$ cat config.mk
export PLATFORM = sky130hd
export DESIGN_NAME = pwm_sample_decoder
export DESIGN_NICKNAME = d
export VERILOG_FILES = /design/src/rtl/pwm_sample_decoder.sv
export SDC_FILE = /design/constraint.sdc
export NUM_CORES = 1
export LEC_CHECK = 0
export BUFFER_PORTS_ARGS = -buffer_cell sky130_fd_sc_hd__buf_2
export CORE_UTILIZATION = 63
export DETAILED_ROUTE_END_ITERATION = 10
export GPL_TIMING_DRIVEN = 0
export PLACE_DENSITY = 0.95
export SKIP_LAST_GASP = 1
export SYNTH_ARGS = -nofsm -noshare
export SYNTH_HDL_FRONTEND = slang
export SYNTH_SLANG_ARGS = --single-unit
$ cat constraint.sdc
create_clock -name clk -period 5.75 [get_ports clk]
set_clock_uncertainty 0.05 [all_clocks]
set_input_delay 0 -clock clk [delete_from_list [all_inputs] [get_ports clk]]
set_output_delay 0 -clock clk [all_outputs]
set_load 0.03 [all_outputs]
$ cat src/rtl/pwm_sample_decoder.sv
// pwm_sample_decoder
//   Recovers 8-bit audio samples from a 1-bit PWM stream. After locking onto a
//   rising edge of the synchronized input, the block counts high cycles over
//   consecutive FRAME_LEN-cycle frames. It scales each count to 8 bits,
//   saturates it at 255 and queues the result in a small output FIFO.
//
// Ports
//   clk         system clock
//   rst         synchronous active-high reset
//   ena         decode enable; low forces IDLE and drops any partial frame
//   pwm_in      asynchronous PWM input
//   m_data      sample at the FIFO head (0 while empty)
//   m_valid     FIFO not empty
//   m_ready     consumer accepts m_data (pop when m_valid && m_ready)
//   locked      frame alignment acquired (state MEASURE)
//   overflow    sticky: a sample was dropped because the FIFO was full
//   frame_count completed frames, wraps at 16 bits
module pwm_sample_decoder #(
    parameter int unsigned FRAME_LEN  = 256,
    parameter int unsigned FIFO_DEPTH = 4
) (
    input  logic        clk,
    input  logic        rst,
    input  logic        ena,
    input  logic        pwm_in,
    output logic [7:0]  m_data,
    output logic        m_valid,
    input  logic        m_ready,
    output logic        locked,
    output logic        overflow,
    output logic [15:0] frame_count
);

    localparam int unsigned CW = $clog2(FRAME_LEN);
    localparam int unsigned HW = CW + 1;
    localparam int unsigned SH = 8 - CW;
    localparam int unsigned AW = $clog2(FIFO_DEPTH);

    localparam logic [1:0] IDLE    = 2'd0;
    localparam logic [1:0] SYNC    = 2'd1;
    localparam logic [1:0] MEASURE = 2'd2;

    logic [1:0]    state;
    logic          sync1;
    logic          pwm_s;
    logic          pwm_prev;
    logic [CW-1:0] pos;
    logic [HW-1:0] high;

    logic          last;
    logic          push;
    logic          pop;
    logic [HW-1:0] total;
    logic [8:0]    scaled;
    logic [7:0]    sample;

    logic [7:0]    mem [FIFO_DEPTH];
    logic [AW:0]   wr_ptr;
    logic [AW:0]   rd_ptr;
    logic          empty;
    logic          full;

    // Input synchronizer and one-cycle history for edge detection
    always_ff @(posedge clk) begin
        if (rst) begin
            sync1    <= 1'b0;
            pwm_s    <= 1'b0;
            pwm_prev <= 1'b0;
        end else begin
            sync1    <= pwm_in;
            pwm_s    <= sync1;
            pwm_prev <= pwm_s;
        end
    end

    // The final frame cycle still contributes its own pwm_s level to the sample
    always_comb begin
        last   = (pos == CW'(FRAME_LEN - 1));
        push   = ena && (state == MEASURE) && last;
        total  = high + HW'(pwm_s);
        scaled = 9'(total) << SH;
        sample = scaled[8] ? 8'hFF : scaled[7:0];
    end

    always_ff @(posedge clk) begin
        if (rst) begin
            state <= IDLE;
            pos   <= '0;
            high  <= '0;
        end else if (!ena) begin
            state <= IDLE;
            pos   <= '0;
            high  <= '0;
        end else begin
            case (state)
                IDLE: begin
                    state <= SYNC;
                end
                SYNC: begin
                    // The edge cycle itself is frame cycle 0 and is high
                    if (pwm_s && !pwm_prev) begin
                        state <= MEASURE;
                        pos   <= CW'(1);
                        high  <= HW'(1);
                    end
                end
                MEASURE: begin
                    // Frames run back to back; no re-sync on the next edge
                    if (last) begin
                        pos  <= '0;
                        high <= '0;
                    end else begin
                        pos  <= pos + CW'(1);
                        high <= total;
                    end
                end
                default: begin
                    state <= IDLE;
                end
            endcase
        end
    end

    always_ff @(posedge clk) begin
        if (rst) begin
            frame_count <= '0;
        end else if (push) begin
            frame_count <= frame_count + 16'd1;
        end
    end

    // Output FIFO: pointers carry one extra wrap bit for full/empty detection
    always_comb begin
        empty = (wr_ptr == rd_ptr);
        full  = (wr_ptr[AW] != rd_ptr[AW]) && (wr_ptr[AW-1:0] == rd_ptr[AW-1:0]);
        pop   = !empty && m_ready;
    end

    always_ff @(posedge clk) begin
        if (push && (!full || pop)) begin
            mem[wr_ptr[AW-1:0]] <= sample;
        end
    end

    always_ff @(posedge clk) begin
        if (rst) begin
            wr_ptr   <= '0;
            rd_ptr   <= '0;
            overflow <= 1'b0;
        end else begin
            if (push && (!full || pop)) begin
                wr_ptr <= wr_ptr + (AW+1)'(1);
            end
            if (pop) begin
                rd_ptr <= rd_ptr + (AW+1)'(1);
            end
            if (push && full && !pop) begin
                overflow <= 1'b1;
            end
        end
    end

    assign m_valid = !empty;
    assign m_data  = empty ? 8'h00 : mem[rd_ptr[AW-1:0]];
    assign locked  = (state == MEASURE);

endmodule

# After elaboration in Yosys (flattened, before gate mapping)
# Memory sizes are Yosys's and may differ from the RTL's. A register that Yosys moved wholly into a read port is not among the register bits.
# Cells that the tools add are included.
dict set report totals {
  latch_bits 0
  ff_bits 45
  out_inout_bits 27
  ram_bits 32
  wordCells 57
  n_memories 1
  input_bits 5
  mem_bits_ro 0
}
# memory words width rd rd_clocked_by_memory_dff write_ports line_no
set memory_table {}
lappend memory_table {mem 4 8 1 1 1 57} ;# logic [7:0] mem [FIFO_DEPTH];
dict set report classes {
  muxes 14
  bitwise_logic 2
  reduce_logical 18
  add_sub_neg 5
  n_div 0
  mul 0
  shift 0
  n_eq_ne 7
  n_lt_le_gt_ge 0
}
# operator count
set ops {}
lappend ops {{two-way mux 8 bit} 4}
lappend ops {{two-way mux 9 bit} 2}
lappend ops {{one-hot mux 9 bit (2 select lines)} 1}
lappend ops {{adder 16 x 1 -> 16 bit (second input constant)} 1}
lappend ops {{one-hot mux 8 bit (2 select lines)} 1}
lappend ops {{adder 9 x 1 -> 9 bit} 1}
lappend ops {{adder 8 x 1 -> 8 bit (second input constant)} 1}
lappend ops {{== test 8 bit (second input constant)} 1}
lappend ops {{logical AND 1 bit} 8}
lappend ops {{adder 3 x 1 -> 3 bit (second input constant)} 2}
lappend ops {{two-way mux 2 bit} 3}
lappend ops {{one-hot mux 2 bit (3 select lines)} 1}
lappend ops {{zero test 1 bit} 4}
lappend ops {{AND reduction 2 bit} 2}
lappend ops {{== test 3 bit} 1}
lappend ops {{== test 2 x 1 -> 1 bit (second input constant)} 1}
lappend ops {{== test 2 bit} 1}
lappend ops {{== test 2 bit (second input constant)} 1}
lappend ops {{zero test 2 bit} 1}
lappend ops {{two-way mux 1 bit} 2}
lappend ops {{!= test 2 bit (second input constant)} 1}
lappend ops {{inverter 1 bit} 2}
lappend ops {{nonzero test 2 bit} 1}
lappend ops {{OR reduction 2 bit} 1}
lappend ops {{other kinds (2)} 2}

# Logic depth before layout (Yosys ltp)
# Gate-level depths: netlist of run 1.
dict set report depth {
  depth_word 7
  depth_mapped 6
  ltp_nobuf 6
}

# Least setup slack after synthesis of run 1
# OpenSTA, ideal clock, no wires.
dict set report synth_path {
  path_type {register -> register}
  startpoint {reg pos[0]}
  endpoint {mem mem[3][0] (enable)}
  stages_incl_launch_ff 5
  slack_ps 3481
  path_buffers 0
  t_required_ps 5317
  t_arrival_ps 1836
  setup_time_ps 383
  synth_period_minus_slack_ps 2269
  path_cell_list {dfxtp_1 > ha_1 > nand2_1 > or3_2 > nor3_1}
}
dict set report synth_between {
  elab_chain_cells 5
}
# element line_no
set synth_rtl {}
lappend synth_rtl {{start: declaration} 47} ;# logic [CW-1:0] pos;
lappend synth_rtl {{start signal: assignment} 113} ;# pos <= pos + CW'(1);
lappend synth_rtl {{== test 8 bit} 78} ;# last = (pos == CW'(FRAME_LEN - 1));
lappend synth_rtl {{logical AND 1 bit} 79} ;# push = ena && (state == MEASURE) && last;
lappend synth_rtl {{logical AND 1 bit} 140} ;# if (push && (!full || pop)) begin
lappend synth_rtl {{two-way mux 1 bit} 140}
lappend synth_rtl {{two-way mux 1 bit (not written as such)} 141} ;# mem[wr_ptr[AW-1:0]] <= sample;
lappend synth_rtl {{end: declaration} 57}
# No other way between the ends.

# Final worst setup path of run 1
dict set report layout_path {
  startpoint {reg pos[0]}
  endpoint {mem mem[3][4] (enable)}
}
# The elaborated chain is that of the path after synthesis.

==> results of run 1 <==
critical path: cells and delay by family, from the launching register on:
kind,cells,cell delay (ns)
adders and majority gates,1,0.22
DFF,1,0.41
and+or+nand+nor,3,1.74
per-stage QoR:
stage                     power, mW  hold WS (ns)
after floorplan               0.602        0.0782
after global placement        0.606         0.162
after detailed placement      0.607         0.175
after CTS                      1.02       0.00531
after global routing           1.04        0.0710
final                          1.02        0.0258
Yosys cell counts (2+ instances only):
library cell and instances:
clkbuf_1 9, o2bb2ai_1 4, nand3b_1 2, xor2_1 8, nand4_1 3, o211ai_1 3
dfxtp_1 47, xnor2_1 8, nor4_1 4, nor2b_1 13, and3_1 9, a22oi_1 3
nor2_1 19, nor3_1 4, a21oi_1 26, mux4_2 8, nand2b_1 6, or4_1 10
or3_2 2, a31oi_1 2, or3_1 6, inv_1 9, ha_1 9, nand2_1 24
o21ai_0 11, nand3_1 15, o31ai_1 9, edfxtp_1 32, a311oi_1 2
per-layer routing:
layer	share of wire [%]	global-route usage [%]	wire [um]
met1	41	32.9	3080
met2	52	47.9	3850
met3	5.0	5.00	373
met4	2.1	12.1	153
met5	0	0	0
worst paths after layout:
check              end  slack, ns  depth (start not counted)
min reg2reg      pwm_s       0.42                          1
max reg2reg  mem[3][4]       2.94                          4
min            high[2]       0.03                          4
max          mem[3][4]       2.94                          4
power groups by stage:
stage,clock [mW],sequential (mW),combinational (mW)
detailed placement,0,0.594,0.0130
finish,0.423,0.581,0.0146
global route,0.446,0.581,0.0160
CTS,0.422,0.581,0.0142
floorplan,0,0.593,0.00833
global placement,0,0.593,0.0125
layout by cell type, fill, tap and decap left out, types with 8 or more instances in the layout:
| master | netlist | final |
|---|---|---|
| a21oi_1 | 26 | 26 |
| and3_1 | 9 | 9 |
| buf_2 | 1 | 32 |
| clkbuf_1 | 9 | 10 |
| clkbuf_8 | 0 | 11 |
| dfxtp_1 | 47 | 47 |
| edfxtp_1 | 32 | 32 |
| ha_1 | 9 | 9 |
| inv_1 | 9 | 9 |
| mux4_2 | 8 | 8 |
| nand2_1 | 24 | 24 |
| nand3_1 | 15 | 15 |
| nor2_1 | 19 | 19 |
| nor2b_1 | 13 | 13 |
| o21ai_0 | 11 | 11 |
| o31ai_1 | 9 | 9 |
| or4_1 | 10 | 10 |
| xnor2_1 | 8 | 8 |
| xor2_1 | 8 | 8 |
cell families after synthesis:
logic type / count (synthesis) / synth area share (%)
AND/OR/NAND/NOR: 125 / 19.9
flip-flops: 79 / 53.8
AO/OA/AOI/OAI: 63 / 10.9
buffers and inverters: 21 / 2.48
XOR/XNOR: 16 / 3.97
multiplexers: 10 / 5.70
adder cells (fa/ha/maj): 9 / 3.19
timing repair:
item,CTS,global route
hold buffers,2,0
setup endpoints to repair,0,0
endpoints found under the hold margin,2,0
state kept, by name, indices dropped and copies added, names as in the netlist, named ones only:
signal	flops
mem	32
frame_count	16
high	9
pos	8
rd_ptr	3
wr_ptr	3
state	2
overflow	1
pwm_prev	1
pwm_s	1
sync1	1
cell type report:
class                      count  share of cell area [%]
clock inverter                 3                    1.03
tap                           70                    2.19
sequential                    79                    47.6
clock buffer                  13                    4.01
timing repair buffer          33                    4.38
multi-input combinational    223                    38.6
buffer                        12                    1.35
inverter                       9                   0.845
==> metrics.yaml, run 1 <==
synth_area_per_cell_sq_um: 10.9
root_buffer: "clkbuf_8"
synth_area_leader_cell: "edfxtp_1"
hpwlAfterDp_um: 5080
drt-wirelength-per-cell_um: 16.9
slowest_stage: "nor3_1"
p_int_uw: 811
crit_fanout: 8
first_global_vias: 2614
yosys-top-cells-area: "edfxtp_1, dfxtp_1, mux4_2"
ys_ff_latch: 79
end_kind: "flip-flop"
dr_total_vias: 2715
start_util_pct: 67.5
syn_inst: 323
fin_setup_tns_ns: 0
syn_area_sq_mm: 0.00353
relSlewSlack_pct: 16.9
max_stage_delay_ns: 1.01
drtAntennaViolNets: 0
firstDrtPassIters: 5
p_seq_share_pct: 57.0
regArea_sq_mm: 0.00190
cp_data_required_time_ns: 5.65
status: "finished clean"
dpl-instance-area_sq_mm: 0.00378
finalCritPeriodShare_pct: 48.8
antenna_found_initial: 0
io_buffer_count: 31
setup_ws_ns: 2.94
ios: 32
pwr-share-comb_pct: 1.4
p_sw_share_pct: 20.4
postRouteWirelength_um: 7460
dp.cells: 424
yosys_warnings: 0
dp_slack_ns: 2.97
drive_gt1_share_pct: 16.9
cts.path.max_buffers: 2
clkTransAtPathRegs_ns: 0.08
rsz0062_at_grt: "false"
yosysSeqAreaShare_pct: 53.8
crit_type: "flip-flop to flip-flop"
drtIter0Drc: 175
setup_viol: 0
die_h_um: 76.9
synthArstFlopShare_pct: 0
startpoint_type: "flip-flop"
min_period_ns: 2.81
gp_congestion: 0.831
multiInputGateArea_sq_mm: 0.00154
p_leak_nw: 1.49
fin_area_sq_mm: 0.00400
utilization_pct: 76.3
synth_top_flop_cell: "dfxtp_1"
tritoncts: "done"
instances_no_fill: 442
antennaDiodeCount: 0
drc: 0
gr-total-overflow: 0
die_x_um: 76.9
crit_path_start: "pos[0]"
fillers: 341
netlist-cell-type-count: 45
core-area_sq_mm: 0.00524
numClockSinks: 79
cts_buffers: 9
timing.fmax_ghz: 0.356
crit-reg2reg-launch: "pos[0]"
power_switching_uw: 208
slew_violations: 0
drv_cap: 0
hold_start: "rst"
ctsResizeCount: 0
postCtsSetupBuffers: 0
ir_drop_mv: 0.166
design.die.area_sq_mm: 0.00591
synth_nets: 337
grt_pass1_wl_um: 12500
rows: 26
synth-edff-count: 32
syn_to_final_growth_pct: 13.1
grt_max_degree: 14
synth_top_cell_area_share_pct: 27.2
grt_usage_pct: 27.5
nets: 381
htree_levels: 3
clock_latency_ns: 0.34
critical_path_arrival_ns: 2.71
vias_per_cell: 6.14
pwr-share-clk_pct: 41.5
crit_chain: "ha_1 > nand2_1 > or3_2 > nor3_1"
tightest_slew_ns: 1.24
hold_violations: 0
p_per_area_mw_per_mm2: 255
hp-class: "primary input to flip-flop"
(Power assumes the default switching activity.)
==> inputs of run 2 (changes only) <==
Settings changed: CORE_UTILIZATION 63 to 59, PLACE_DENSITY 0.95 to 0.9.
Clock period 5.75 ns to 2.9 ns, I/O delays scaled along.
==> run 2 against run 1 <==
Hold slack gained 0.32 ns; clock power rose by 71%; register-to-register slack worse by 2.5 ns; final area is essentially flat; first-iteration DRC count up 9.1%; sequential share of layout area barely moved; routed wire length down 8.3%; power rose by 87%; flip-flop and latch count is the same; critical path depth did not move; combinational power up 110%; via count down 3.4%; critical endpoint is now mem[0][1]; highest routed layer unchanged.
==> metrics.yaml, run 2 (synthesis gave the netlist of run 1 again) <==
status: "finished clean"
fin_area_sq_mm: 0.00400  # about the same
cts.path.max_buffers: 2  # unchanged
drtAntennaViolNets: 0  # unchanged
power_switching_uw: 411  # +98%
utilization_pct: 70.9  # -5.4 points
drt-wirelength-per-cell_um: 15.3  # -9.3%
core-area_sq_mm: 0.00564  # +7.7%
layout.cells.most_common: "dfxtp_1"
p_per_area_mw_per_mm2: 476  # +87%
dpl-instance-area_sq_mm: 0.00378  # about the same
grt_usage_pct: 24.2  # -3.3 points
ctsResizeCount: 0  # unchanged
setup_viol: 0  # unchanged
drive_gt1_share_pct: 17.1  # +0.13 points
cp_data_required_time_ns: 2.85  # -2.80 ns
gp_congestion: 0.794  # -4.4%
pwr-share-clk_pct: 37.9  # -3.6 points
pwr-share-comb_pct: 1.6  # +0.2 points
largest_reg_flops: 32  # unchanged
cts_buffers: 9  # unchanged
rows: 27  # +3.8%
postCtsSetupBuffers: 0  # unchanged
drtIter0Drc: 191  # +9.1%
clock_latency_ns: 0.35  # about the same
p_int_mw: 1.49  # +84%
holdBufCountCts: 4  # +2
dp.cells: 426  # +0.47%
crit_fanout: 8  # unchanged
power_mw: 1.90  # +87%
vias_per_cell: 5.87  # -4.4%
first_global_vias: 2427  # -7.2%
clkTransAtPathRegs_ns: 0.08  # about the same
start_util_pct: 62.6  # -4.8 points
die_x_um: 79.4  # +3.2%
p_seq_share_pct: 60.5  # +3.5 points
antenna_found_initial: 0  # unchanged
slew_violations: 0  # unchanged
numClockSinks: 79  # unchanged
dp_slack_ns: 0.0644  # -2.90 ns
max_stage_delay_ns: 0.75  # -0.26 ns
io_buffer_count: 31  # unchanged
startpoint_type: "flip-flop"
slowest_stage: "nor3_1"
grt_max_degree: 14  # unchanged
tightest_slew_ns: 0.930  # -0.308 ns
end_kind: "flip-flop"
design.die.area_sq_mm: 0.00630  # +6.6%
nets: 384  # +0.79%
critical_path_arrival_ns: 2.43  # -0.28 ns
rsz0062_at_grt: "false"
finalCritPeriodShare_pct: 85.4  # +37 points
syn_to_final_growth_pct: 13.2  # about the same
antennaDiodeCount: 0  # unchanged
hp-class: "primary input to flip-flop"
ir_drop_mv: 0.361  # +120%
htree_levels: 3  # unchanged
p_leak_nw: 1.48  # -0.51%
fin_hold_ws_ns: 0.349  # +0.323 ns
postRouteWirelength_um: 6840  # -8.3%
die_h_um: 79.4  # +3.2%
fin_setup_tns_ns: 0  # unchanged
gr-total-overflow: 0  # unchanged
firstDrtPassIters: 4  # -1
timing.fmax_ghz: 0.404  # +13%
root_buffer: "clkbuf_8"
setup_ws_ns: 0.423  # -2.52 ns
min_period_ns: 2.48  # -0.332 ns
relSlewSlack_pct: 37.6  # +21 points
drv_cap: 0  # unchanged
dr_total_vias: 2624  # -3.4%
instances_no_fill: 447  # +1.1%
ios: 32  # unchanged
path_buf_inv: 0  # unchanged
grt_pass1_wl_um: 11500  # -8.3%
hold_violations: 0  # unchanged
crit_type: "flip-flop to flip-flop"
tritoncts: "done"
crit_family: "simple AND/OR/NAND/NOR gates"
p_sw_share_pct: 21.6  # +1.2 points
drc: 0  # unchanged
hpwlAfterDp_um: 4800  # -5.5%
mostFrequentLayoutCells: "dfxtp_1, buf_2, edfxtp_1"
crit_chain: "ha_1 > nand2_1 > nor3_1 > and3_1"
==> run 2: cell count changes in the layout (fill, tap and decap cells not counted), sizes merged <==
cell         change
buf              +1
inv              -1
dlygate4sd3      +2
clkinvlp         +2
clkinv           +2
clkbuf           -2
bufinv           -1
==> run 2: path summary, 6_finish.rpt <==
| check | cells past startpoint | slack, ns | startpoint | to |
|---|---|---|---|---|
| setup reg to reg | 4 | 0.42 | pos[0] | mem[0][1] |
| hold / removal | 3 | 0.35 | pwm_in | sync1 |
| setup / recovery | 4 | 0.42 | pos[0] | mem[0][1] |
| hold reg to reg | 1 | 0.40 | sync1 | pwm_s |
==> run 2: layout make-up <==
class / count / area (sq um)
repair buffers: 36 / 200
plain buffers: 12 / 53.8
multi-input cells: 223 / 1540
clock buffers: 11 / 141
fillers: 408 / 1640
well taps: 72 / 90.1
flip-flops and latches: 79 / 1900
clock inverters: 5 / 33.8
inverters: 9 / 33.8
==> run 2: metal layers <==
layer,vias to the layer above,global-route usage (%),wire length (um)
li1,1304,-,-
met1,1258,28.9,2960
met2,51,42.8,3560
met3,11,3.77,193
met4,0,10.7,126
met5,-,0,0
==> run 2: worst min-delay path: cells and delay by family <==
family / cells / cell delay (ns)
buffers and inverters: 2 / 0.61
and+or+nand+nor: 1 / 0.10
==> run 2: power by group through the flow <==
| stage | logic, mW | clock network [mW] | registers (mW) |
|---|---|---|---|
| after CTS | 0.0298 | 0.728 | 1.15 |
| after global placement | 0.0250 | 0 | 1.18 |
| final | 0.0304 | 0.722 | 1.15 |
| after floorplan | 0.0165 | 0 | 1.18 |
| after detailed placement | 0.0257 | 0 | 1.18 |
| after global routing | 0.0334 | 0.768 | 1.15 |
